==> src/rtl/sipo_deser_pkg.sv <==
// ---------------------------------------------------------------------------
// sipo_deser_pkg
// Shared definitions for the serial-to-parallel receiver:
//   - state_e : receive FSM states (HUNT for a start marker, COLLECT bits)
//   - cnt_w() : width of the bit counter for an N-bit word
// ---------------------------------------------------------------------------
package sipo_deser_pkg;

    typedef enum logic {
        HUNT    = 1'b0,
        COLLECT = 1'b1
    } state_e;

    // Counter only has to reach N-1; it wraps to 0 on completion.
    function automatic int cnt_w(input int n);
        return (n <= 2) ? 1 : $clog2(n);
    endfunction

endpackage : sipo_deser_pkg

==> src/rtl/sipo_deser_if.sv <==
// ---------------------------------------------------------------------------
// sipo_deser_if
// Parallel valid/ready word interface between the receiver and downstream.
//   par_out   : assembled word, stable while out_valid=1
//   out_valid : par_out holds an undelivered word
//   out_ready : downstream accepts the word when out_valid && out_ready
// Modports: master = word producer (receiver), slave = word consumer.
// ---------------------------------------------------------------------------
interface sipo_deser_if #(
    parameter int N = 8
);
    logic [N-1:0] par_out;
    logic         out_valid;
    logic         out_ready;

    modport master (output par_out, output out_valid, input out_ready);
    modport slave  (input par_out, input out_valid, output out_ready);

endinterface : sipo_deser_if

==> src/rtl/sipo_hold_reg.sv <==
// ---------------------------------------------------------------------------
// sipo_hold_reg
// One-word valid/ready holding register.
// Ports:
//   clk, reset  : clock, synchronous active-low reset
//   load_req_i  : a completed word is offered this cycle
//   word_i      : the offered word
//   accepted_o  : with load_req_i, 1 = word loaded, 0 = word dropped
//   out_if      : parallel valid/ready interface (master side)
// The register is free when empty or when its word is taken this cycle, so
// a drain and a load may happen on the same edge.
// ---------------------------------------------------------------------------
module sipo_hold_reg #(
    parameter int N = 8
) (
    input  logic            clk,
    input  logic            reset,
    input  logic            load_req_i,
    input  logic [N-1:0]    word_i,
    output logic            accepted_o,
    sipo_deser_if.master    out_if
);

    logic [N-1:0] data_q, data_d;
    logic         valid_q, valid_d;
    logic         take;
    logic         free;

    assign take       = valid_q && out_if.out_ready;
    assign free       = !valid_q || take;
    assign accepted_o = load_req_i && free;

    // NOTE: every signal assigned in always_comb gets a default first so no
    // path leaves it unassigned, which would infer a latch.
    always_comb begin
        data_d  = data_q;
        valid_d = valid_q;
        if (take) begin
            valid_d = 1'b0;          // par_out keeps its last value
        end
        if (accepted_o) begin
            valid_d = 1'b1;
            data_d  = word_i;
        end
    end

    // NOTE: state registers use non-blocking assignments so every flop
    // samples pre-edge values regardless of process ordering.
    always_ff @(posedge clk) begin
        if (!reset) begin
            data_q  <= '0;
            valid_q <= 1'b0;
        end else begin
            data_q  <= data_d;
            valid_q <= valid_d;
        end
    end

    assign out_if.par_out   = data_q;
    assign out_if.out_valid = valid_q;

endmodule : sipo_hold_reg

==> src/rtl/sipo_deser.sv <==
// ---------------------------------------------------------------------------
// sipo_deser
// Serial-to-parallel receiver. A word starts with a bit flagged frame_start,
// collects N bits, and is handed to a one-word holding register presented
// on a valid/ready interface. Overrun and framing errors are sticky.
// Ports:
//   clk, reset   : clock, synchronous active-low reset
//   bit_valid    : data_in / frame_start are sampled this cycle
//   data_in      : serial data bit
//   frame_start  : current bit is the first bit of a word
//   out_if       : par_out / out_valid / out_ready (master side)
//   overrun      : sticky, a completed word was dropped
//   frame_err    : sticky, frame_start arrived mid-word
//   clear_err    : clears both sticky flags (a same-cycle set wins)
// Parameters:
//   N         : word width (>= 2)
//   MSB_FIRST : 1 = first bit lands in par_out[N-1], 0 = in par_out[0]
// ---------------------------------------------------------------------------
module sipo_deser
    import sipo_deser_pkg::*;
#(
    parameter int N         = 8,
    parameter bit MSB_FIRST = 1'b1
) (
    input  logic            clk,
    input  logic            reset,
    input  logic            bit_valid,
    input  logic            data_in,
    input  logic            frame_start,
    sipo_deser_if.master    out_if,
    output logic            overrun,
    output logic            frame_err,
    input  logic            clear_err
);

    localparam int           CW   = cnt_w(N);
    localparam logic [CW-1:0] LAST = CW'(N - 1);

    state_e        state_q, state_d;
    logic [CW-1:0] cnt_q, cnt_d;
    logic [N-1:0]  shift_q, shift_d;
    logic [N-1:0]  shift_in;    // shift_q with data_in shifted in
    logic [N-1:0]  first_word;  // empty register with data_in as bit 0
    logic          overrun_q, frame_err_q;
    logic          load_req;
    logic          accepted;
    logic          fe_set;

    generate
        if (MSB_FIRST) begin : g_msb
            assign shift_in   = {shift_q[N-2:0], data_in};
            assign first_word = {{(N-1){1'b0}}, data_in};
        end else begin : g_lsb
            assign shift_in   = {data_in, shift_q[N-1:1]};
            assign first_word = {data_in, {(N-1){1'b0}}};
        end
    endgenerate

    // Next-state: framing, shifting and word completion.
    always_comb begin
        state_d  = state_q;
        cnt_d    = cnt_q;
        shift_d  = shift_q;
        load_req = 1'b0;
        fe_set   = 1'b0;
        if (bit_valid) begin
            if (frame_start) begin
                // A marker inside a word abandons the partial word.
                fe_set  = (state_q == COLLECT);
                state_d = COLLECT;
                cnt_d   = CW'(1);
                shift_d = first_word;
            end else if (state_q == COLLECT) begin
                shift_d = shift_in;
                if (cnt_q == LAST) begin
                    load_req = 1'b1;
                    state_d  = HUNT;
                    cnt_d    = '0;
                end else begin
                    cnt_d = cnt_q + CW'(1);
                end
            end
        end
    end

    always_ff @(posedge clk) begin
        if (!reset) begin
            state_q     <= HUNT;
            cnt_q       <= '0;
            shift_q     <= '0;
            overrun_q   <= 1'b0;
            frame_err_q <= 1'b0;
        end else begin
            state_q     <= state_d;
            cnt_q       <= cnt_d;
            shift_q     <= shift_d;
            // Set has priority over clear.
            overrun_q   <= (overrun_q && !clear_err) || (load_req && !accepted);
            frame_err_q <= (frame_err_q && !clear_err) || fe_set;
        end
    end

    // The completed word is shift_in, so par_out is valid the edge the
    // last bit is sampled.
    sipo_hold_reg #(.N(N)) u_hold (
        .clk        (clk),
        .reset      (reset),
        .load_req_i (load_req),
        .word_i     (shift_in),
        .accepted_o (accepted),
        .out_if     (out_if)
    );

    assign overrun   = overrun_q;
    assign frame_err = frame_err_q;

endmodule : sipo_deser
==> src/flat_wrapper.sv <==
// flat-port wrapper written by rule: the top's interface ports become plain ports
module sipo_deser_flat import sipo_deser_pkg::*;
#(
    parameter int N         = 8,
    parameter bit MSB_FIRST = 1'b1
)
  (clk, reset, bit_valid, data_in, frame_start, overrun, frame_err, clear_err, out_if_par_out, out_if_out_valid, out_if_out_ready);
  sipo_deser_if #(.N(N)) out_if_i ();
  input  logic clk;
  input  logic reset;
  input  logic bit_valid;
  input  logic data_in;
  input  logic frame_start;
  output logic overrun;
  output logic frame_err;
  input  logic clear_err;
  output wire logic [$bits(out_if_i.par_out)-1:0] out_if_par_out;
  output wire logic [$bits(out_if_i.out_valid)-1:0] out_if_out_valid;
  input wire logic [$bits(out_if_i.out_ready)-1:0] out_if_out_ready;
  assign out_if_par_out = out_if_i.par_out;
  assign out_if_out_valid = out_if_i.out_valid;
  assign out_if_i.out_ready = out_if_out_ready;
  sipo_deser #(.N(N), .MSB_FIRST(MSB_FIRST)) u_core (.clk(clk), .reset(reset), .bit_valid(bit_valid), .data_in(data_in), .frame_start(frame_start), .out_if(out_if_i), .overrun(overrun), .frame_err(frame_err), .clear_err(clear_err));
endmodule
==> config.mk <==
export PLATFORM = sky130hd
export DESIGN_NAME = sipo_deser_flat
export DESIGN_NICKNAME = d
export VERILOG_FILES = /design/src/rtl/sipo_deser_pkg.sv /design/src/rtl/sipo_deser_if.sv /design/src/rtl/sipo_hold_reg.sv /design/src/rtl/sipo_deser.sv /design/src/flat_wrapper.sv
export SDC_FILE = /design/constraint.sdc
export NUM_CORES = 1
export LEC_CHECK = 0
export ABC_AREA = 1
export CAP_MARGIN = 40
export CORE_AREA = 2 2 48 50
export CTS_CLUSTER_DIAMETER = 150
export DETAILED_ROUTE_END_ITERATION = 8
export DIE_AREA = 0 0 50 52
export HOLD_SLACK_MARGIN = 0.06
export MAX_ROUTING_LAYER = met4
export PLACE_DENSITY = 0.73
export SLEW_MARGIN = 30
export SYNTH_ARGS = -nofsm -noshare
export SYNTH_HDL_FRONTEND = slang
export SYNTH_HIERARCHICAL = 1
export SYNTH_SLANG_ARGS = --single-unit
==> constraint.sdc <==
create_clock -name clk -period 2 [get_ports clk]
set_input_delay 0.3 -clock clk [delete_from_list [all_inputs] [get_ports clk]]
set_output_delay 0.3 -clock clk [all_outputs]
set_load 0.02 [all_outputs]
Word level (Yosys, flattened, before mapping). Index checks and enable logic that the tools add are counted.

Output and inout port bits: 11. Bits in registers: 22. RAM bits: 0. Bits of input ports: 7. Bits in latches: 0. Logic and storage cells: 39. Memories: 0. ROM bits: 0.

Shift operators: 0. Reduce and logical (&&, ||, !) cells: 14. $add $sub $neg: 1. Bitwise logic cells: 0. Multiplexer cells: 16. Equal/unequal tests: 1. $lt $le $gt $ge: 0. Multiply operators: 0. Div/mod/pow operators: 0.

Operator list (count): $mux W7 (2); $mux W1 (11); $mux W3 (3); $logic_and A1 B1 Y1 (5); $reduce_bool A2 Y1 (2); $add A3 B1 Y3 const B (1); $eq A3 B3 Y1 const B (1); $logic_not A1 Y1 (3); $logic_or A1 B1 Y1 (3); $reduce_and A2 Y1 (1).

Longest topological paths before layout.
Word-level depth: 9. Gate-level depth with buffers: 10. Depth with buffers taken out: 9.

Hierarchy. Netlist, hierarchy kept.

By module, submodules not included: sipo_deser (cells each 72, instances 1, area an instance 550.5 sq um); sipo_hold_reg (cells each 58, instances 1, area an instance 427.9 sq um).

Least setup slack after synthesis. No wires, ideal clock.

Kind: register to register. Start point: reg u_core.cnt_q[0]. End point: reg u_core.overrun_q (netlist: u_core/overrun). Path slack: 0.545 ns. Data required time: 1.866 ns. Library setup time: 0.134 ns. Arrival: 1.321 ns. Stages on the path, launching flop included: 11. Cell sequence: dfxtp_1 -> ha_1 -> ha_1 -> inv_1 -> nor3_1 -> buf_6 -> inv_1 -> a21oi_1 -> inv_1 -> nand3_1 -> a21oi_1.

Word-level cells in the longest chain between the ends: 9.

RTL lines: start, declared (RTL line sipo_deser.sv:40) `logic [CW-1:0] cnt_q, cnt_d;`; start signal, assigned (RTL line sipo_deser.sv:95) `cnt_q <= cnt_d;`; $eq A3 B3 Y1 (RTL line sipo_deser.sv:75) `if (cnt_q == LAST) begin`; $mux W1 (RTL line sipo_deser.sv:75); $mux W1 (RTL line sipo_deser.sv:73) `end else if (state_q == COLLECT) begin`; $mux W1 (RTL line sipo_deser.sv:67) `if (frame_start) begin`; $mux W1 (RTL line sipo_deser.sv:66) `if (bit_valid) begin`; via u_core.load_req (RTL line sipo_deser.sv:45) `logic load_req;`; $logic_and A1 B1 Y1 (RTL line sipo_hold_reg.sv:31) `assign accepted_o = load_req_i && free;`; via u_core.accepted (RTL line sipo_deser.sv:46) `logic accepted;`; $logic_not A1 Y1 (RTL line sipo_deser.sv:98) `overrun_q <= (overrun_q && !clear_err) || (load_req && !accepted);`; $logic_and A1 B1 Y1 (RTL line sipo_deser.sv:98); $logic_or A1 B1 Y1 (RTL line sipo_deser.sv:98); end signal, assigned (RTL line sipo_deser.sv:98); end, declared (RTL line sipo_deser.sv:44) `logic overrun_q, frame_err_q;`.

The timed path passes the listed nets, and every way through them passes these cells. A chain may end at the register's enable or synchronous reset.

Final worst setup path.
Start point: reg u_core.u_hold.valid_q (netlist: u_core/u_hold/out_if.out_valid). End point: out out_if_out_valid.

RTL lines: start, declared (RTL line sipo_hold_reg.sv:25) `logic valid_q, valid_d;`; start signal, assigned (RTL line sipo_hold_reg.sv:55) `valid_q <= valid_d;`; end, declared (RTL line flat_wrapper.sv:18) `output wire logic [$bits(out_if_i.out_valid)-1:0] out_if_out_valid;`.

No word-level cell between the ends.

==> out/results.md <==
• **run status** finished clean
• **mean cell area of the mapped netlist** 7.53 um^2
• **busiest grt layer** met2
• **final hold viol count** 0
• **CTS tree** built
• **maximum level of the CTS H-tree** 1
• **worst-case vdd ir drop** 0.437 mV
• **number of setup buffers added after CTS** 0
• **Synthesized Nets** 139
• **category of cells accounting for the largest share of critical-path delay** buffers and inverters
• **share of final-layout standard cells stronger than drive strength 1** 0.0753
• **post-detailed-route count of antenna-violating nets** 0
• **Design Power** 0.000836 W
• **MaxCap Viol Count** 0
• **Total Die Area** 2600 um^2
• **TritonCTS Buffers** 3
• **cell types with the highest counts after synthesis** nand2_1 (26), dfxtp_1 (22), a21oi_1 (20)
• **Hold Worst Slack** 0.468 ns
• **deepest clock path buffer count** 2
• **number of different library cells in the post-synthesis netlist** 17
• **Max Fclk** 0.610 GHz
• **number of enable flip-flop cells after synthesis** 0
• **number of input and output port buffers inserted** 17
• **Initial Utilization** 0.465
• **total wire length after detailed routing** 1820 um
• **total number of nets in the final design** 156
• **clock-pin transition on the worst setup and hold timing paths** 0.12 ns
• **cell count along the critical path** 1
• **switching power share of the total** 0.201
• **Buf/Inv on CP** 1
• **# setup viols final** 0
• **internal portion of total power** 0.000668 W
• **last weighted congestion value of the routability-driven placer** 0.809
• **slew at the pin with the worst max-slew slack** 0.405 ns
• **number of hold-repair buffers added at the cts stage** 0
• **headroom to the max-slew limit** 0.730
• **Area Overhead vs Synth** 21.7%
• **final instance count without filler cells** 174
• **number of antenna violations at the first check in global routing** 0
• **slowest cell on the critical path** clkdlybuf4s50_1
• **endpoint kind of the worst setup timing path** output pin
• **total net switching power** 0.000168 W
• **worst-path fanout max** 3
• **share of total power in the clock network** 0.401
• **count of warnings emitted by yosys** 6
• **area fraction of the dominant cell type after synthesis** 0.450
• **Global Route met1 Usage** 0.185
• **overall die height** 52 um
• **later-pin clock latency in the skew report** 0.30 ns
• **TritonCTS Sinks** 22
• **shortest clock period the worst path allows after layout** 1.64 ns
• **aggregate negative setup slack** 0 ns
• **largest area contributor in the synthesized netlist** dfxtp_1
• **proportion of power drawn by flip-flops and latches** 0.535
• **antenna fix cells** 0
• **max-slew violation total from the final report** 0
• **1st-pass router iterations** 4
• **count of cells resized by post-cts repair** 0
• **R2R depth** 8
• **Hold Crit Depth** 2
• **critical path class** flip-flop to output pin
• **number of inserted filler cells in the final layout** 193
• **Worst Setup Start Kind** flip-flop
• **wire length per cell after detailed routing** 10.5 um
• **share of synthesized area occupied by flip-flops and latches** 0.450
• **pin count of the biggest net entering global routing** 18
• **final worst-path cycle share** 0.819
• **chip width** 50 um
• **combinational power share** 0.063
• **via density per instance** 4.85
• **Std-Cell Core Area** 2110 um^2
• **post-route clock skew** 0.00572 ns
• **Total Routing Usage GR** 0.168
• **cell-by-cell trace of the critical path** clkdlybuf4s50_1
• **top cells by area, synth** dfxtp_1 (45%), a21oi_1 (10%), nand2_1 (10%), nand3_1 (9.2%), inv_1 (6.1%)
• **HPWL after detailed placement** 1300 um
• **unrepaired setup endpoints after global routing** false
• **grt ovf** 0
• **drt drc** 0
• **Clock Tree Root** clkbuf_4
• **most used standard cell by instance count after synthesis** nand2_1
• **number of synthesized register bits** 22
• **wire length of the first global-routing pass** 3220 um
• **Inst Count DP** 170
• **number of placed I/O pins** 18
• **ratio of total power to cell area** 702 nW/um^2
• **initial drt markers** 10
• **Cell Area, Synth** 978 um^2
• **data required time at the worst endpoint** 1.70 ns
• **Arrival @ worst endpoint** 1.34 ns
• **classification of the worst-slack hold path** flip-flop to flip-flop
• **critical path's largest stage delay** 0.62 ns
• **total leakage power** 0.458 nW
• **via count of the first global-routing pass** 782
• **Core Rows** 17
• **total via count in the routed design** 844
• **met3 usage in global routing** 0.0345
• **main flop type after synthesis** dfxtp_1
• **met2 demand-to-capacity share in global routing** 0.279
• **proportion of synthesized flip-flops having asynchronous set or reset** 0
• **post-synthesis instance total** 130
==> metal layers <==
layer,part of all wire,vias up
li1,-,449
met5,0,-
met4,0.0088,0
met2,0.49,17
met3,0.031,2
met1,0.47,376
==> power groups by stage <==
| stage | logic [W] | registers [W] | clock network [W] |
|---|---|---|---|
| 5_1_grt | 0.0000594 | 0.000449 | 0.000369 |
| 3_3_place_gp | 0.0000517 | 0.000457 | 0 |
| 6_report | 0.0000528 | 0.000447 | 0.000336 |
| 2_1_floorplan | 0.0000338 | 0.000457 | 0 |
| 4_1_cts | 0.0000532 | 0.000447 | 0.000345 |
| 3_5_place_dp | 0.0000529 | 0.000457 | 0 |
==> layout by cell type, fill, tap and decap left out, drive strengths merged <==
master / count
a21boi: 1
a21oi: 21
buf: 2
bufinv: 1
clkbuf: 3
clkdlybuf4s50: 17
dfxtp: 22
ha: 2
inv: 16
nand2: 28
nand3: 19
nor2: 13
nor3: 1
==> stage by stage <==
step | cell area, um^2 | util | worst slack (ns)
floorplan | 978 | - | 0.545
global placement | 1140 | 0.541 | 0.305
detailed placement | 1140 | 0.541 | 0.272
CTS | 1190 | 0.566 | 0.342
global route | 1190 | 0.566 | 0.244
finish | 1190 | 0.566 | 0.361
==> registers in the layout, indices dropped and copies added (netlist names) <==
register / cells
u_core/u_hold/out_if.out_valid: 1
u_core/state_q: 1
u_core/cnt_q: 3
u_core/frame_err: 1
u_core/overrun: 1
u_core/shift_q: 7
u_core/u_hold/out_if.par_out: 8
==> layout make-up <==
type,count,area (um^2),share of cell area
clock buffer,3,22.5,0.0189
clock inverter,1,30.0,0.0252
inverter,16,60.1,0.0504
multi-input combinational,85,418,0.351
sequential,22,440,0.370
tap,28,35.0,0.0294
timing repair buffer,19,185,0.155
==> logic make-up after synthesis <==
logic type	Yosys count	share of synthesized area
fa+ha+maj	2	0.0256
simple gates	61	0.283
compound gates	22	0.119
flops	22	0.450
buf+inv	23	0.123
==> final timing paths <==
kind,startpoint,to,slack [ns]
max,u_core/u_hold/out_if.out_valid,out_if_out_valid,0.36
min reg2reg,u_core/frame_err,u_core/frame_err,0.47
max reg2reg,u_core/cnt_q[0],u_core/u_hold/out_if.par_out[7],0.37
min,u_core/frame_err,u_core/frame_err,0.47
==> worst reg2reg max path: stages, from the launching register on <==
cell and delay (ns):
dfxtp_1 0.39, ha_1 0.17, ha_1 0.17, inv_1 0.07, nor3_1 0.26, buf_4 0.26
nand3_1 0.09, nand2_1 0.07, nor2_1 0.05
No activity file was read; power rests on OpenSTA's default activity.
==> edit (same flow settings) <==
Register the inputs `bit_valid`, `data_in`, `frame_start` and `clear_err` before use. The logic sees them one clock later. The other inputs are not delayed to match. Comments in the files are not updated.
--- a/src/rtl/sipo_deser.sv
+++ b/src/rtl/sipo_deser.sv
@@ -37,4 +37,16 @@
     localparam logic [CW-1:0] LAST = CW'(N - 1);
 
+    logic bit_valid_q;
+    logic data_r;
+    logic frame_start_q;
+    logic clear_err_q;
+
+    always_ff @(posedge clk) begin
+        bit_valid_q   <= bit_valid;
+        data_r        <= data_in;
+        frame_start_q <= frame_start;
+        clear_err_q   <= clear_err;
+    end
+
     state_e        state_q, state_d;
     logic [CW-1:0] cnt_q, cnt_d;
@@ -49,9 +61,9 @@
     generate
         if (MSB_FIRST) begin : g_msb
-            assign shift_in   = {shift_q[N-2:0], data_in};
-            assign first_word = {{(N-1){1'b0}}, data_in};
+            assign shift_in   = {shift_q[N-2:0], data_r};
+            assign first_word = {{(N-1){1'b0}}, data_r};
         end else begin : g_lsb
-            assign shift_in   = {data_in, shift_q[N-1:1]};
-            assign first_word = {data_in, {(N-1){1'b0}}};
+            assign shift_in   = {data_r, shift_q[N-1:1]};
+            assign first_word = {data_r, {(N-1){1'b0}}};
         end
     endgenerate
@@ -64,6 +76,6 @@
         load_req = 1'b0;
         fe_set   = 1'b0;
-        if (bit_valid) begin
-            if (frame_start) begin
+        if (bit_valid_q) begin
+            if (frame_start_q) begin
                 // A marker inside a word abandons the partial word.
                 fe_set  = (state_q == COLLECT);
@@ -96,6 +108,6 @@
             shift_q     <= shift_d;
             // Set has priority over clear.
-            overrun_q   <= (overrun_q && !clear_err) || (load_req && !accepted);
-            frame_err_q <= (frame_err_q && !clear_err) || fe_set;
+            overrun_q   <= (overrun_q && !clear_err_q) || (load_req && !accepted);
+            frame_err_q <= (frame_err_q && !clear_err_q) || fe_set;
         end
     end
Behaviour: not the same (Yosys sat finds a counterexample within 4 cycles, from zero or initial values and one cycle with reset low).
==> edit against the original RTL <==
- die area unchanged
- wire length increased by 0.38%
- fmax decreased by 2.8%
- worst setup slack got worse by 0.047 ns
- sequential power increased by 20%
- global-route usage decreased by 0.47 points
- via count increased by 0.59%
- clock power increased by 6%
- first-iteration DRC count increased by 70%
- area after synthesis increased by 8.2%
- sequential cell count increased by 4
- clock skew decreased by 0.0010 ns
- power increased by 12%
- design area increased by 6.1%
- critical endpoint is now u_core/u_hold/out_if.par_out[6]$_SDFFE_PN0P_
- largest cell class unchanged
- highest routed layer unchanged
==> edit: results (changes against the original RTL) <==
.. list-table::
   :header-rows: 1

   * - Metric
     - Value
   * - Class of the worst hold path
     - input port to flop
   * - Most common library cells after synthesis
     - 26 x sky130_fd_sc_hd__dfxtp_1, 26 x sky130_fd_sc_hd__nand2_1, 20 x sky130_fd_sc_hd__a21oi_1, 18 x sky130_fd_sc_hd__nand3_1, 16 x sky130_fd_sc_hd__inv_1
   * - Count of vias placed by the detailed router
     - 849 (+0.59%)
   * - Filler Cell Count
     - 205 (+6.2%)
   * - End point of the most critical hold path
     - u_core/bit_valid_q$_DFF_P_
   * - Count of TritonRoute iterations in the first routing pass
     - 5 (+1)
   * - Inst Count DP
     - 173 (+1.8%)
   * - Headroom to the max-slew limit
     - 71.9% (-1.1 points)
   * - Global routing usage on met3
     - 2.59% (-0.86 points)
   * - Total number of nets in the final design
     - 159 (+1.9%)
   * - Fraction of final layout cells with drive strength greater than 1
     - 6.71% (-0.82 points)
   * - Clock-pin slew of the registers on the worst-case setup and hold paths
     - 0.14 ns (+0.02 ns)
   * - Sequential element share of the synthesized area
     - 49.2% (+4.2 points)
   * - Worst-skew pair later-pin latency
     - 0.32 ns (+0.02 ns)
   * - Static leakage
     - 0.488 nW (+6.4%)
   * - DRT iter0 DRCs
     - 17 (+7)
   * - Outcome
     - finished clean
   * - Reg2reg setup slack
     - 0.31 ns (-0.06 ns)
   * - Synth Net Count
     - 143 (+2.9%)
   * - Global-route track usage on met1
     - 18.4% (-0.047 points)
   * - Met2 track demand over resource in global routing
     - 29.4% (+1.5 points)
   * - Gate count of the mapped netlist
     - 134 (+3.1%)
   * - Setup clock skew after layout
     - 0.00470 ns (-0.00102 ns)
   * - Leading post-synthesis cells by cell area
     - sky130_fd_sc_hd__dfxtp_1 49%, sky130_fd_sc_hd__a21oi_1 9.5%, sky130_fd_sc_hd__nand2_1 9.2%
   * - Hold Startpoint
     - bit_valid
   * - Via count of the first global-routing pass
     - 781 (-0.13%)
-- edit: layer usage --
metal  vias up  wire, µm
met5         -         0
met4         0        12
met3         2        48
met2        16       898
met1       376       870
li1        455         -
-- edit: cell families after synthesis --
logic type                 after synthesis  synth area share, %
DFF                                     26                 49.2
AOI/OAI and AO/OA                       22                 11.0
adders and majority gates                2                 2.36
and+or+nand+nor                         61                 26.1
buffers and inverters                   23                 11.3
-- edit: worst max-delay path by stage --
stage                                       startpoint                                            to  slack [ns]
after CTS                 u_core/cnt_q[0]$_SDFFE_PN0P_  u_core/u_hold/out_if.par_out[5]$_SDFFE_PN0P_        0.31
after detailed placement  u_core/cnt_q[0]$_SDFFE_PN0P_  u_core/u_hold/out_if.par_out[5]$_SDFFE_PN0P_        0.33
after global routing      u_core/cnt_q[0]$_SDFFE_PN0P_  u_core/u_hold/out_if.par_out[0]$_SDFFE_PN0P_        0.13
after floorplan           u_core/cnt_q[0]$_SDFFE_PN0P_                     u_core/overrun$_SDFF_PN0_        0.55
after global placement    u_core/cnt_q[0]$_SDFFE_PN0P_  u_core/u_hold/out_if.par_out[6]$_SDFFE_PN0P_        0.41
final                     u_core/cnt_q[0]$_SDFFE_PN0P_  u_core/u_hold/out_if.par_out[6]$_SDFFE_PN0P_        0.31
-- edit: report_power, final --
part           internal (mW)  switching [mW]
logic                 0.0212          0.0279
registers              0.528         0.00738
clock network          0.203           0.152
-- edit: area by class of cell --
class / instances / area, µm² / area share [%]
Sequential cell: 26 / 520 / 41.2
Tap cell: 28 / 35.0 / 2.77
Inverter: 16 / 60.1 / 4.75
Multi-Input combinational cell: 85 / 418 / 33.1
Clock buffer: 3 / 22.5 / 1.78
Clock inverter: 1 / 30.0 / 2.38
Timing Repair Buffer: 18 / 178 / 14.1
-- edit: stage by stage --
step           area, µm²  setup WS [ns]  power (mW)  hold WS (ns)
2_1_floorplan       1060          0.545       0.580         0.328
3_5_place_dp        1210          0.334       0.595         0.461
5_1_grt             1260          0.131       0.970         0.393
6_report            1260          0.314       0.939         0.408
4_1_cts             1260          0.313       0.947         0.404
3_3_place_gp        1210          0.414       0.594         0.455
-- edit: worst max-delay path, cell delays in order, from the launching register on --
cell,delay (ns)
sky130_fd_sc_hd__dfxtp_1,0.38
sky130_fd_sc_hd__ha_1,0.17
sky130_fd_sc_hd__ha_1,0.18
sky130_fd_sc_hd__inv_1,0.08
sky130_fd_sc_hd__nor3_1,0.30
sky130_fd_sc_hd__buf_4,0.28
sky130_fd_sc_hd__nand3_1,0.10
sky130_fd_sc_hd__nand2_1,0.07
sky130_fd_sc_hd__nor2_1,0.04
